--- src/rtl/branch_predictor.sv ---
// branch_predictor: bimodal/gshare 2-bit direction predictor with a direct-mapped BTB and saturating perf counters
module branch_predictor #(
  parameter int DATA_W  = 64,
  parameter int ENTRIES = 32,
  parameter int TAG_W   = 8,
  parameter int MODE    = 0,
  parameter int CNT_W   = 32
) (
  input  logic                       clk,
  input  logic                       arst_n,
  input  logic                       en,
  input  logic [DATA_W-1:0]          lookup_pc,
  output logic                       pred_taken,
  output logic [DATA_W-1:0]          pred_target,
  output logic                       pred_hit,
  output logic [$clog2(ENTRIES)-1:0] pred_ghr,
  input  logic                       update_valid,
  input  logic [DATA_W-1:0]          update_pc,
  input  logic [$clog2(ENTRIES)-1:0] update_ghr,
  input  logic                       update_taken,
  input  logic [DATA_W-1:0]          update_target,
  input  logic                       update_mispredict,
  output logic [CNT_W-1:0]           perf_updates,
  output logic [CNT_W-1:0]           perf_mispredicts
);
  localparam int IDX_W = $clog2(ENTRIES);
  logic [1:0]        cnt     [ENTRIES];
  logic [TAG_W-1:0]  tag_mem [ENTRIES];
  logic [DATA_W-1:0] tgt_mem [ENTRIES];
  logic [ENTRIES-1:0] valid;
  logic [IDX_W-1:0]  ghr, l_idx, u_idx;
  logic [TAG_W-1:0]  l_tag, u_tag;
  logic [1:0]        u_cnt;
  logic              upd, unused_bits;
  assign upd         = en && update_valid;
  assign l_idx       = lookup_pc[IDX_W+1:2] ^ (MODE == 1 ? ghr : '0);
  assign u_idx       = update_pc[IDX_W+1:2] ^ (MODE == 1 ? update_ghr : '0);
  assign l_tag       = lookup_pc[TAG_W+IDX_W+1:IDX_W+2];
  assign u_tag       = update_pc[TAG_W+IDX_W+1:IDX_W+2];
  assign u_cnt       = cnt[u_idx];
  assign pred_hit    = valid[l_idx] && tag_mem[l_idx] == l_tag;
  assign pred_taken  = pred_hit && cnt[l_idx][1];
  assign pred_target = pred_taken ? tgt_mem[l_idx] : lookup_pc + DATA_W'(4);
  assign pred_ghr    = ghr;
  assign unused_bits = ^{update_pc, update_ghr};
  // direction counters, valid bits, history and perf counters; reset wins over an update
  always_ff @(posedge clk) begin
    if (!arst_n) begin
      for (int i = 0; i < ENTRIES; i++) cnt[i] <= 2'b01;
      valid            <= '0;
      ghr              <= '0;
      perf_updates     <= '0;
      perf_mispredicts <= '0;
    end else if (upd) begin
      cnt[u_idx] <= update_taken ? (&u_cnt ? u_cnt : u_cnt + 2'b01) : (|u_cnt ? u_cnt - 2'b01 : u_cnt);
      if (update_taken) valid[u_idx] <= 1'b1;
      if (MODE == 1) ghr <= {ghr[IDX_W-2:0], update_taken};
      perf_updates <= &perf_updates ? perf_updates : perf_updates + CNT_W'(1);
      if (update_mispredict) perf_mispredicts <= &perf_mispredicts ? perf_mispredicts : perf_mispredicts + CNT_W'(1);
    end
  end
  // tag and target storage is never cleared; valid bits alone gate its use
  always_ff @(posedge clk) begin
    if (arst_n && upd && update_taken) begin
      tag_mem[u_idx] <= u_tag;
      tgt_mem[u_idx] <= update_target;
    end
  end
endmodule

--- config.mk ---
export PLATFORM = sky130hd
export DESIGN_NAME = branch_predictor
export DESIGN_NICKNAME = d
export VERILOG_FILES = /design/src/rtl/branch_predictor.sv
export SDC_FILE = /design/constraint.sdc
export NUM_CORES = 2
export LEC_CHECK = 0
export CAP_MARGIN = 20
export CORE_ASPECT_RATIO = 1.5
export CORE_MARGIN = 5
export CORE_UTILIZATION = 55
export DETAILED_ROUTE_END_ITERATION = 10
export HOLD_SLACK_MARGIN = 0.12
export PLACE_DENSITY = 0.85
export SKIP_CTS_REPAIR_TIMING = 1
export SLEW_MARGIN = 20
export SYNTH_ARGS = -nofsm -noshare
export SYNTH_HDL_FRONTEND = slang
export SYNTH_SLANG_ARGS = --single-unit
--- constraint.sdc ---
create_clock -name clk -period 6 [get_ports clk]
set_input_delay 0.9 -clock clk [delete_from_list [all_inputs] [get_ports clk]]
set_output_delay 0.9 -clock clk [all_outputs]
set_load 0.05 [all_outputs]
==> results.md <==
- Port Buffers: 276
- Critical Path Start Type: primary input
- WP buf/inv: 5
- Tmin final: 5890 ps
- Met3 Use GR: 0.0810
- Nature of the critical path endpoint: primary output
- Largest net degree at the start of global routing: 129
- Unique cell type count in the Yosys netlist: 59
- Maxcap violations: 0
- Worst Path Arrival: 4990 ps
- Placeable Area: 175,000 um^2
- Total wire length: 289,000 um
- Die X: 352 um
- NumNets Final: 5,023
- Clk_skew: 17.6 ps
- Clk pin slew, worst setup/hold paths: 60 ps
- Syn. warnings: 0
- Cell breakdown of the critical path: buf_12, buf_12, mux4_2, mux2i_1, o22ai_1, nor3b_1, xnor2_1, a221o_1, nor4_4, buf_12, buf_4, nor2_1, a21oi_1, buf_12
- Relative slew slack: 0.220
- Worst-case clock buffer depth: 3
- Crit Path Max Fanout: 36
- Finished Layout Cells: 7,285
- Critical setup path kind: primary input to primary output
- Sequential-to-total area share from yosys stat: 0.756
- Setup WS post-layout: 107 ps
- Syn Inst Count: 4,419
- Most frequent cells in the layout: 2,368 x edfxtp_1, 717 x mux4_2, 202 x clkbuf_16
- Synth-to-layout area growth: 14.7%
- Synth top area cells: edfxtp_1 74%, mux4_2 17%, dfxtp_1 2.0%
- M2 GR Usage: 0.502
- Number of vias per cell: 7.22
- Crit share post-route: 0.982
- Remaining Overflow, GRT: 0
- #FFs+latches synth: 2,464
- Max incr delay on CP: 540 ps
- Placed cell count: 6,894
- Root buffer cell: clkbuf_16
- Outcome: completed
- DRC viols: 0
- Row count: 188
- Slew Limit Fails: 0
- First-pass GRT wire length: 402,000 um
- Starting Density: 0.553
- H-tree depth: 4
- Total die area: 184,000 um^2
- Vias: 52.6k
- Fmax: 0.170 GHz
- Initial antenna violation count: 35
- CTS tree: yes
- Synthesized cell area: 96,600 um^2
- Routed WL per cell: 39.6 um
- Routed Antenna Nets: 0
- Top Family by Delay on Critical Path: buffers and inverters
- TritonCTS Sinks: 2,464
- Share of layout cells above drive strength 1: 0.263
- Asr flop ratio synth: 0
- Final Hold Viols: 0
- Detailed Routing Iterations Pass 1: 9
- Slew @ Worst Pin: 1170 ps
- Die H: 523 um
- Number of flops mapped to enable cells by yosys: 2,368
- Avg Cell Area, Syn: 21.9 um^2
- Synth Flop Type: edfxtp_1
- Commonest non-fill, non-tap cell in the layout: edfxtp_1
- Worst VDD drop: 0.000301 V
- Clk_lat worst skew: 840 ps
- Number of clock buffers inserted by TritonCTS: 198
- Worst EP required: 5100 ps
- Leak: 35.1 nW
- Post-detail-place hpwl: 139,000 um
- Area share of the largest cell type after synthesis: 0.736
- Power per Cell Area: 312 nW/um^2
- Routability-driven placement congestion ratio: 0.811
- Hold WC Path Type: flip-flop to flip-flop
- GR peak layer: met2
- Gr usage total: 0.307
- Worst path most repeated cell: buf_12
- Area leader, netlist: edfxtp_1
- Final setup violation count: 0
- Vias in the first global route: 53.3k
- Final Instance Area: 111,000 um^2
- RSZ-0062 raised after global routing: yes
- Number of fill cells: 10.4k
- CP max-delay cell: mux4_2
- DRT iter0 DRCs: 9,440
- Placed cell areas: 104,000 um^2
- Worst slack, placed: -302 ps
- Top Ports: 338
- GR Layer Usage met1: 0.386
-- cell usage after synthesis (16+ instances only) --
| cell type | instances |
|---|---|
| a21o_1 | 32 |
| a21oi_1 | 50 |
| and2_1 | 58 |
| and3_1 | 28 |
| buf_1 | 16 |
| buf_2 | 75 |
| clkbuf_1 | 135 |
| dfxtp_1 | 96 |
| edfxtp_1 | 2368 |
| mux2i_1 | 130 |
| mux4_2 | 717 |
| nand2_1 | 132 |
| nand3_1 | 79 |
| nand4_1 | 26 |
| nor2_1 | 147 |
| nor2b_1 | 16 |
| xnor2_1 | 87 |
| xor2_1 | 28 |
-- cell type report --
type	count	area (um^2)	area share
Clock inverter	140	1480	0.0133
Inverter	17	76.3	0.000689
Antenna cell	18	45.0	0.000407
Clock buffer	230	5170	0.0467
Multi-Input combinational cell	1701	22800	0.206
Sequential cell	2464	73000	0.659
Timing Repair Buffer	435	5360	0.0484
Tap cell	2280	2850	0.0257
-- cell families (layout without fill, tap and decap cells) --
| kind of cell | after synthesis | count (layout) | synth area share |
|---|---|---|---|
| buffers and inverters | 258 | 822 | 0.0116 |
| AO/OA/AOI/OAI | 164 | 164 | 0.0114 |
| AND/OR/NAND/NOR | 554 | 554 | 0.0282 |
| other | 1 | 23 | 0.0000388 |
| adder cells (fa/ha/maj) | 5 | 5 | 0.000596 |
| multiplexers | 858 | 858 | 0.182 |
| XOR/XNOR | 115 | 115 | 0.0104 |
| flip-flops | 2464 | 2464 | 0.756 |
-- per-layer routing --
layer	up-vias	wire (um)
li1	19245	-
met1	26779	91000
met2	5463	141000
met3	1112	38500
met4	28	17600
met5	-	172
-- state kept, by name (all words and copies together) (netlist names) --
register          flops
cnt                  64
perf_mispredicts     32
perf_updates         32
tag_mem             256
tgt_mem            2048
valid                32
-- power breakdown --
group	internal, mW	switching (mW)
clock	7.32	6.40
combinational	0.829	1.16
sequential	18.9	0.0240
total	27.0	7.59
-- worst reg2reg max path: stages (launching register included) --
cell,delay (ps)
edfxtp_1,410
mux4_2,490
a22o_1,270
a221oi_1,320
and3_1,270
maj3_1,580
buf_4,390
nor2_1,110
-- path summary, 6_finish.rpt --
| path | start | end | slack (ps) | depth (start not counted) |
|---|---|---|---|---|
| hold reg to reg | valid[12]$_SDFFE_PN0P_ | valid[12]$_SDFFE_PN0P_ | 450 | 1 |
| hold / removal | valid[12]$_SDFFE_PN0P_ | valid[12]$_SDFFE_PN0P_ | 450 | 1 |
| setup / recovery | lookup_pc[3] | pred_target[8] | 110 | 14 |
| setup reg to reg | cnt[19][1]$_SDFFCE_PN0P_ | cnt[19][1]$_SDFFCE_PN0P_ | 2900 | 7 |
-- stage by stage --
step	setup TNS, ps	util	total power, mW	hold WS, ps
2_1_floorplan	0	-	20.3	421
3_3_place_gp	-288	0.595	21.1	427
4_1_cts	-865	0.633	34.6	453
5_1_grt	-41.4	0.634	35.5	479
3_5_place_dp	-337	0.595	21.2	437
6_report	0	0.634	34.6	453
No activity file was read; power rests on OpenSTA's default activity.
